`config.mk`:
```
export PLATFORM = sky130hd
export DESIGN_NAME = prim_sync_debounce_flat
export DESIGN_NICKNAME = d
export VERILOG_FILES = /design/src/rtl/prim_sync_debounce_pkg.sv /design/src/rtl/prim_sync_debounce_if.sv /design/src/rtl/prim_sync_debounce_bit.sv /design/src/rtl/prim_sync_debounce.sv /design/src/flat_wrapper.sv
export SDC_FILE = /design/constraint.sdc
export NUM_CORES = 1
export LEC_CHECK = 0
export CORE_ASPECT_RATIO = 0.6
export CORE_UTILIZATION = 53
export DETAILED_ROUTE_END_ITERATION = 6
export PLACE_DENSITY = 0.87
export SYNTH_ARGS = -nofsm -noshare
export SYNTH_HDL_FRONTEND = slang
export SYNTH_HIERARCHICAL = 1
export SYNTH_SLANG_ARGS = --single-unit
```
`constraint.sdc`:
```
create_clock -name clk_i -period 1.4 [get_ports clk_i]
set_input_delay 0.28 -clock clk_i [delete_from_list [all_inputs] [get_ports clk_i]]
set_output_delay 0.28 -clock clk_i [all_outputs]
set_load 0.02 [all_outputs]
```
`src/rtl/prim_sync_debounce_pkg.sv`:
```
// prim_sync_debounce_pkg: shared FSM state type and counter sizing helper.
package prim_sync_debounce_pkg;

   typedef enum logic {StStable, StFilter} debounce_st_e;

   function automatic int cnt_width(int cycles);
      return $clog2(cycles + 1);
   endfunction

endpackage

```
`src/rtl/prim_sync_debounce_if.sv`:
```
// prim_sync_debounce_if: debounce data bundle; clr_i/event_o exist only with PRIM_SYNC_DEBOUNCE_STICKY_EN.
interface prim_sync_debounce_if
   import prim_sync_debounce_pkg::*;
#(
   parameter int Width = 16
);
   logic [Width-1:0] d_i;
   logic [Width-1:0] q_o;
   logic [Width-1:0] rise_o;
   logic [Width-1:0] fall_o;
`ifdef PRIM_SYNC_DEBOUNCE_STICKY_EN
   logic [Width-1:0] clr_i;
   logic [Width-1:0] event_o;
   modport master (output d_i, clr_i, input q_o, rise_o, fall_o, event_o);
   modport slave (input d_i, clr_i, output q_o, rise_o, fall_o, event_o);
`else
   modport master (output d_i, input q_o, rise_o, fall_o);
   modport slave (input d_i, output q_o, rise_o, fall_o);
`endif
endinterface

```
`src/rtl/prim_sync_debounce_bit.sv`:
```
// prim_sync_debounce_bit: single-bit debounce FSM with registered level and edge pulses.
module prim_sync_debounce_bit
   import prim_sync_debounce_pkg::*;
#(
   parameter int   DebounceCycles = 4,
   parameter logic ResetValue     = 1'b0
) (
   input  logic clk_i,
   input  logic rst_ni,
   input  logic d_i,
   output logic q_o,
   output logic rise_o,
   output logic fall_o
);
   localparam int CntW = cnt_width(DebounceCycles);

   debounce_st_e    st_q, st_d;
   logic [CntW-1:0] cnt_q, cnt_d;
   logic [CntW-1:0] cnt_inc;
   logic            q_d, rise_d, fall_d;
   logic            diff, commit;

   assign diff    = d_i != q_o;
   assign cnt_inc = cnt_q + CntW'(1);
   // A single-cycle filter commits straight from STABLE, so FILTER is never entered.
   assign commit  = diff && ((st_q == StStable) ? (DebounceCycles == 1)
                                               : (cnt_inc == CntW'(DebounceCycles)));

   always_comb begin
      st_d   = st_q;
      cnt_d  = cnt_q;
      q_d    = q_o;
      rise_d = 1'b0;
      fall_d = 1'b0;
      if (commit) begin
         st_d   = StStable;
         cnt_d  = '0;
         q_d    = d_i;
         rise_d = d_i;
         fall_d = ~d_i;
      end else if (st_q == StStable) begin
         st_d  = diff ? StFilter : StStable;
         cnt_d = diff ? CntW'(1) : '0;
      end else begin
         st_d  = diff ? StFilter : StStable;
         cnt_d = diff ? cnt_inc : '0;
      end
   end

   always_ff @(posedge clk_i) begin
      if (!rst_ni) begin
         st_q   <= StStable;
         cnt_q  <= '0;
         q_o    <= ResetValue;
         rise_o <= 1'b0;
         fall_o <= 1'b0;
      end else begin
         st_q   <= st_d;
         cnt_q  <= cnt_d;
         q_o    <= q_d;
         rise_o <= rise_d;
         fall_o <= fall_d;
      end
   end

endmodule

```
`src/rtl/prim_sync_debounce.sv`:
```
// prim_sync_debounce: per-bit debounce filter and edge detector for pre-synchronized inputs.
// Optional sticky edge record enabled by PRIM_SYNC_DEBOUNCE_STICKY_EN.
module prim_sync_debounce
   import prim_sync_debounce_pkg::*;
#(
   parameter int               Width          = 16,
   parameter int               DebounceCycles = 4,
   parameter logic [Width-1:0] ResetValue     = '0
) (
   input logic                  clk_i,
   input logic                  rst_ni,
   prim_sync_debounce_if.slave  bus
);
   logic [Width-1:0] q, rise, fall;

   for (genvar i = 0; i < Width; i++) begin : g_bit
      prim_sync_debounce_bit #(
         .DebounceCycles (DebounceCycles),
         .ResetValue     (ResetValue[i])
      ) u_bit (
         .clk_i  (clk_i),
         .rst_ni (rst_ni),
         .d_i    (bus.d_i[i]),
         .q_o    (q[i]),
         .rise_o (rise[i]),
         .fall_o (fall[i])
      );
   end

   assign bus.q_o    = q;
   assign bus.rise_o = rise;
   assign bus.fall_o = fall;

`ifdef PRIM_SYNC_DEBOUNCE_STICKY_EN
   logic [Width-1:0] event_q;

   // Set takes priority over a simultaneous clear.
   always_ff @(posedge clk_i) begin
      if (!rst_ni) event_q <= '0;
      else         event_q <= (event_q & ~bus.clr_i) | rise | fall;
   end

   assign bus.event_o = event_q;
`endif

endmodule

```
`src/flat_wrapper.sv`:
```
// flat-port wrapper written by rule: the top's interface ports become plain ports
module prim_sync_debounce_flat import prim_sync_debounce_pkg::*;
#(
   parameter int               Width          = 16,
   parameter int               DebounceCycles = 4,
   parameter logic [Width-1:0] ResetValue     = '0
)
  (clk_i, rst_ni, bus_d_i, bus_q_o, bus_rise_o, bus_fall_o);
  prim_sync_debounce_if #(.Width(Width)) bus_i ();
  input logic clk_i;
  input logic rst_ni;
  input wire logic [$bits(bus_i.d_i)-1:0] bus_d_i;
  output wire logic [$bits(bus_i.q_o)-1:0] bus_q_o;
  output wire logic [$bits(bus_i.rise_o)-1:0] bus_rise_o;
  output wire logic [$bits(bus_i.fall_o)-1:0] bus_fall_o;
  assign bus_i.d_i = bus_d_i;
  assign bus_q_o = bus_i.q_o;
  assign bus_rise_o = bus_i.rise_o;
  assign bus_fall_o = bus_i.fall_o;
  prim_sync_debounce #(.Width(Width), .DebounceCycles(DebounceCycles), .ResetValue(ResetValue)) u_core (.clk_i(clk_i), .rst_ni(rst_ni), .bus(bus_i));
endmodule
```
==> metrics.cfg <==
[outcome]
run_status=complete, no violations

[clock_tree]
cts_buffer_count=9
cts_num_sinks=112
cts_root_buffer=sky130_fd_sc_hd__clkbuf_16
cts_max_level=3
post_cts_hold_buffer_count=0
path_clk_slew_ns=0.07
cts_tree=yes
clk_path_buf_depth=2
worst_skew_pair.late_latency_ns=0.34

[setup_path]
worstPathCellList=dlygate4sd2_1
timing_worst_setup_path_type=flop to output pin
regToRegStartpoint=u_core/g_bit[9].u_bit/cnt_q[0]
flop_to_flop_setup_slack_ns=0.07
critical_path_peak_fanout=4
reg2reg_depth=4
start_kind=flop
slowest_delay_ns=0.39
cp_top_family=flip-flops
cp.required_ns=1.12
setup.worst_path.end_class=output pin
timing.critical_path.buf_inv=1
worst_r2r_endpoint=u_core/g_bit[9].u_bit/q_o
timing.critical_path.arrival_ns=1.09
critical_path.slowest_cell=sky130_fd_sc_hd__dfxtp_1

[timing]
post-route-worst-setup-slack_ns=0.0283
setup_total_negative_slack_ns=0
final_cycle_share_pct=98.0
report.final.setup_viol=0
minimum_clock_period_after_layout_ns=1.37
slew_headroom_pct=78.7
rsz0062_at_grt=false
worst_pin_slew_ns=0.316
clock_skew_ns=0.00435
slew_viol_final=0
report.final.hold_viol_count=0
clock.fmax_ghz=0.729

[cells_and_area]
nNetsFinal=529
final_cell_count_no_fill=591
insertedDiodeCount=0
mostFrequentLayoutCell=sky130_fd_sc_hd__dfxtp_1
postLayoutCellArea_um2=5400
fillCellCount=614
area.sequential_um2=2240
synthToLayoutAreaGrowth_pct=24.8
highest_count_cells_in_the_layout_ignoring_fill_and_taps=112 x sky130_fd_sc_hd__dfxtp_1, 45 x sky130_fd_sc_hd__dlygate4sd2_1
drive_above_1_share_pct=8.07
multi_input_comb_area_um2=2060

[global_route]
grt_antenna_before_repair=0
maximum_number_of_pins_on_one_net_before_global_route_repair=60
grt_remaining_overflow=0
grt_pass1_vias=2896
grt_util_all_layers_pct=19.0
grt_pass1_wl_um=12800

[route]
drc=0
route.detailed.vias_per_inst=5.23
drtIter0Drc=171
route.vias.total=3089
routed_wirelength_um=7850
antenna_violating_nets_post_route=0
routedWlPerCell_um=13.3
firstDrtPassIters=4

[hold_path]
worstHoldPathCells=3
hold_end=u_core/g_bit[12].u_bit/q_o
min-delay-start=rst_ni
timing.hold.worst.class=input port to flop

[logic_synthesis]
yosys.area_share.simple_pct=20.4
synth_sequential_area_ratio_pct=51.9
yosysWarningCount=6
netlist-cell-type-count=14
combinational_family_with_the_most_area_after_synthesis=simple AND/OR/NAND/NOR gates
synthXorXnorAreaFrac_pct=3.24
synth-adder-area-share_pct=9.26
yosys-mux-area-fraction_pct=3.70
ys_ff_latch=112
synthesis.instances=400
syn_area_um2=4320
avgSynthCellArea_um2=10.8
synth.net_count=450
fraction_of_the_mapped_netlist_area_in_compound_gates_pct=10.2

[power_and_ir_drop]
p_seq_share_pct=56.1
power.internal_mw=4.64
switching_power_mw=1.22
power.clock.fraction_pct=39.8
static-leakage-power_nw=2.53
fin_total_pwr_mw=5.87
gate_power_share_pct=4.1
ir_drop_v=0.000846
netSwitchingFraction_pct=20.9
power_density_nw_per_um2=1090

[place]
place_worst_setup_slack_ns=-0.139
portBuffers=65
detailed_place.area_um2=5140
place_congestion=0.721
place.detailed.instances=576
post-dp-hpwl_um=5600

[die]
die-height_um=72.0
row_count=25
num_io_pins=66
fp.dieArea_um2=8540
effective_utilization_at_floorplan_pct=54.9
design.core.area_um2=7880
die_width_um=119

[run]
cap_viol_max_count=0

==> flip-flops by register name, indices dropped and copies added (netlist names) <==
name                       cells
u_core/g_bit.u_bit/cnt_q      48
u_core/g_bit.u_bit/fall_o     16
u_core/g_bit.u_bit/q_o        16
u_core/g_bit.u_bit/rise_o     16
u_core/g_bit.u_bit/st_q       16
==> cells by family after synthesis <==
logic type,Yosys count
fa+ha+maj,32
buf+inv,16
flops,112
simple gates,144
xor+xnor,16
mux,16
compound gates,64
==> repair_timing <==
action,CTS,global route
resized for setup,48,8
setup endpoints to repair,48,8
setup buffers,0,0
gates cloned,0,0
==> stage by stage <==
step | hold WS, ns | utilization (%)
floorplan | 0.422 | -
global placement | 0.444 | 65.2
detailed placement | 0.458 | 65.2
CTS | 0.283 | 67.9
global route | 0.318 | 68.4
finish | 0.291 | 68.4
==> routing by layer <==
layer  wire length, um  share of wire [%]  global-route usage [%]  up-vias
met5                 0                  0                       0        -
li1                  -                  -                       -     1575
met4                78               0.99                    6.61        0
met3               448                5.7                    6.68       10
met2              3610                 46                    32.7       74
met1              3710                 47                    22.5     1430
==> how the worst max path moves through the flow <==
stage               cells past startpoint                               to                            from
global placement                        4   u_core/g_bit[7].u_bit/cnt_q[0]                      bus_d_i[7]
CTS                                     1                       bus_q_o[3]       u_core/g_bit[3].u_bit/q_o
finish                                  1                       bus_q_o[3]       u_core/g_bit[3].u_bit/q_o
floorplan                               4        u_core/g_bit[0].u_bit/q_o  u_core/g_bit[0].u_bit/cnt_q[0]
global route                            1                       bus_q_o[2]       u_core/g_bit[2].u_bit/q_o
detailed placement                      4  u_core/g_bit[11].u_bit/cnt_q[0]                     bus_d_i[11]
==> synthesized netlist by cell type, drive strengths merged <==
library cell | count | area share, %
inv | 16 | 1.4
o211ai | 16 | 2.8
nor2 | 16 | 1.4
nor2b | 32 | 4.6
dfxtp | 112 | 52
nand2 | 32 | 2.8
nor3b | 16 | 2.8
ha | 32 | 9.3
and3 | 48 | 8.8
a211oi | 32 | 5.6
xor2 | 16 | 3.2
mux2i | 16 | 3.7
o21ai | 16 | 1.9
==> power groups by stage <==
stage / Combinational [mW] / Clock [mW] / Sequential, mW
finish: 0.239 / 2.34 / 3.29
global route: 0.268 / 2.51 / 3.30
CTS: 0.238 / 2.40 / 3.29
detailed placement: 0.237 / 0 / 3.36
global placement: 0.219 / 0 / 3.36
floorplan: 0.111 / 0 / 3.35
==> layout make-up <==
| class | instances | area share (%) |
|---|---|---|
| sequential | 112 | 41.6 |
| multi-input combinational | 272 | 38.2 |
| clock inverter | 3 | 0.325 |
| timing repair buffer | 68 | 11.6 |
| clock buffer | 12 | 4.75 |
| tap | 108 | 2.50 |
| inverter | 16 | 1.11 |
Power figures use the tool's default switching activity.
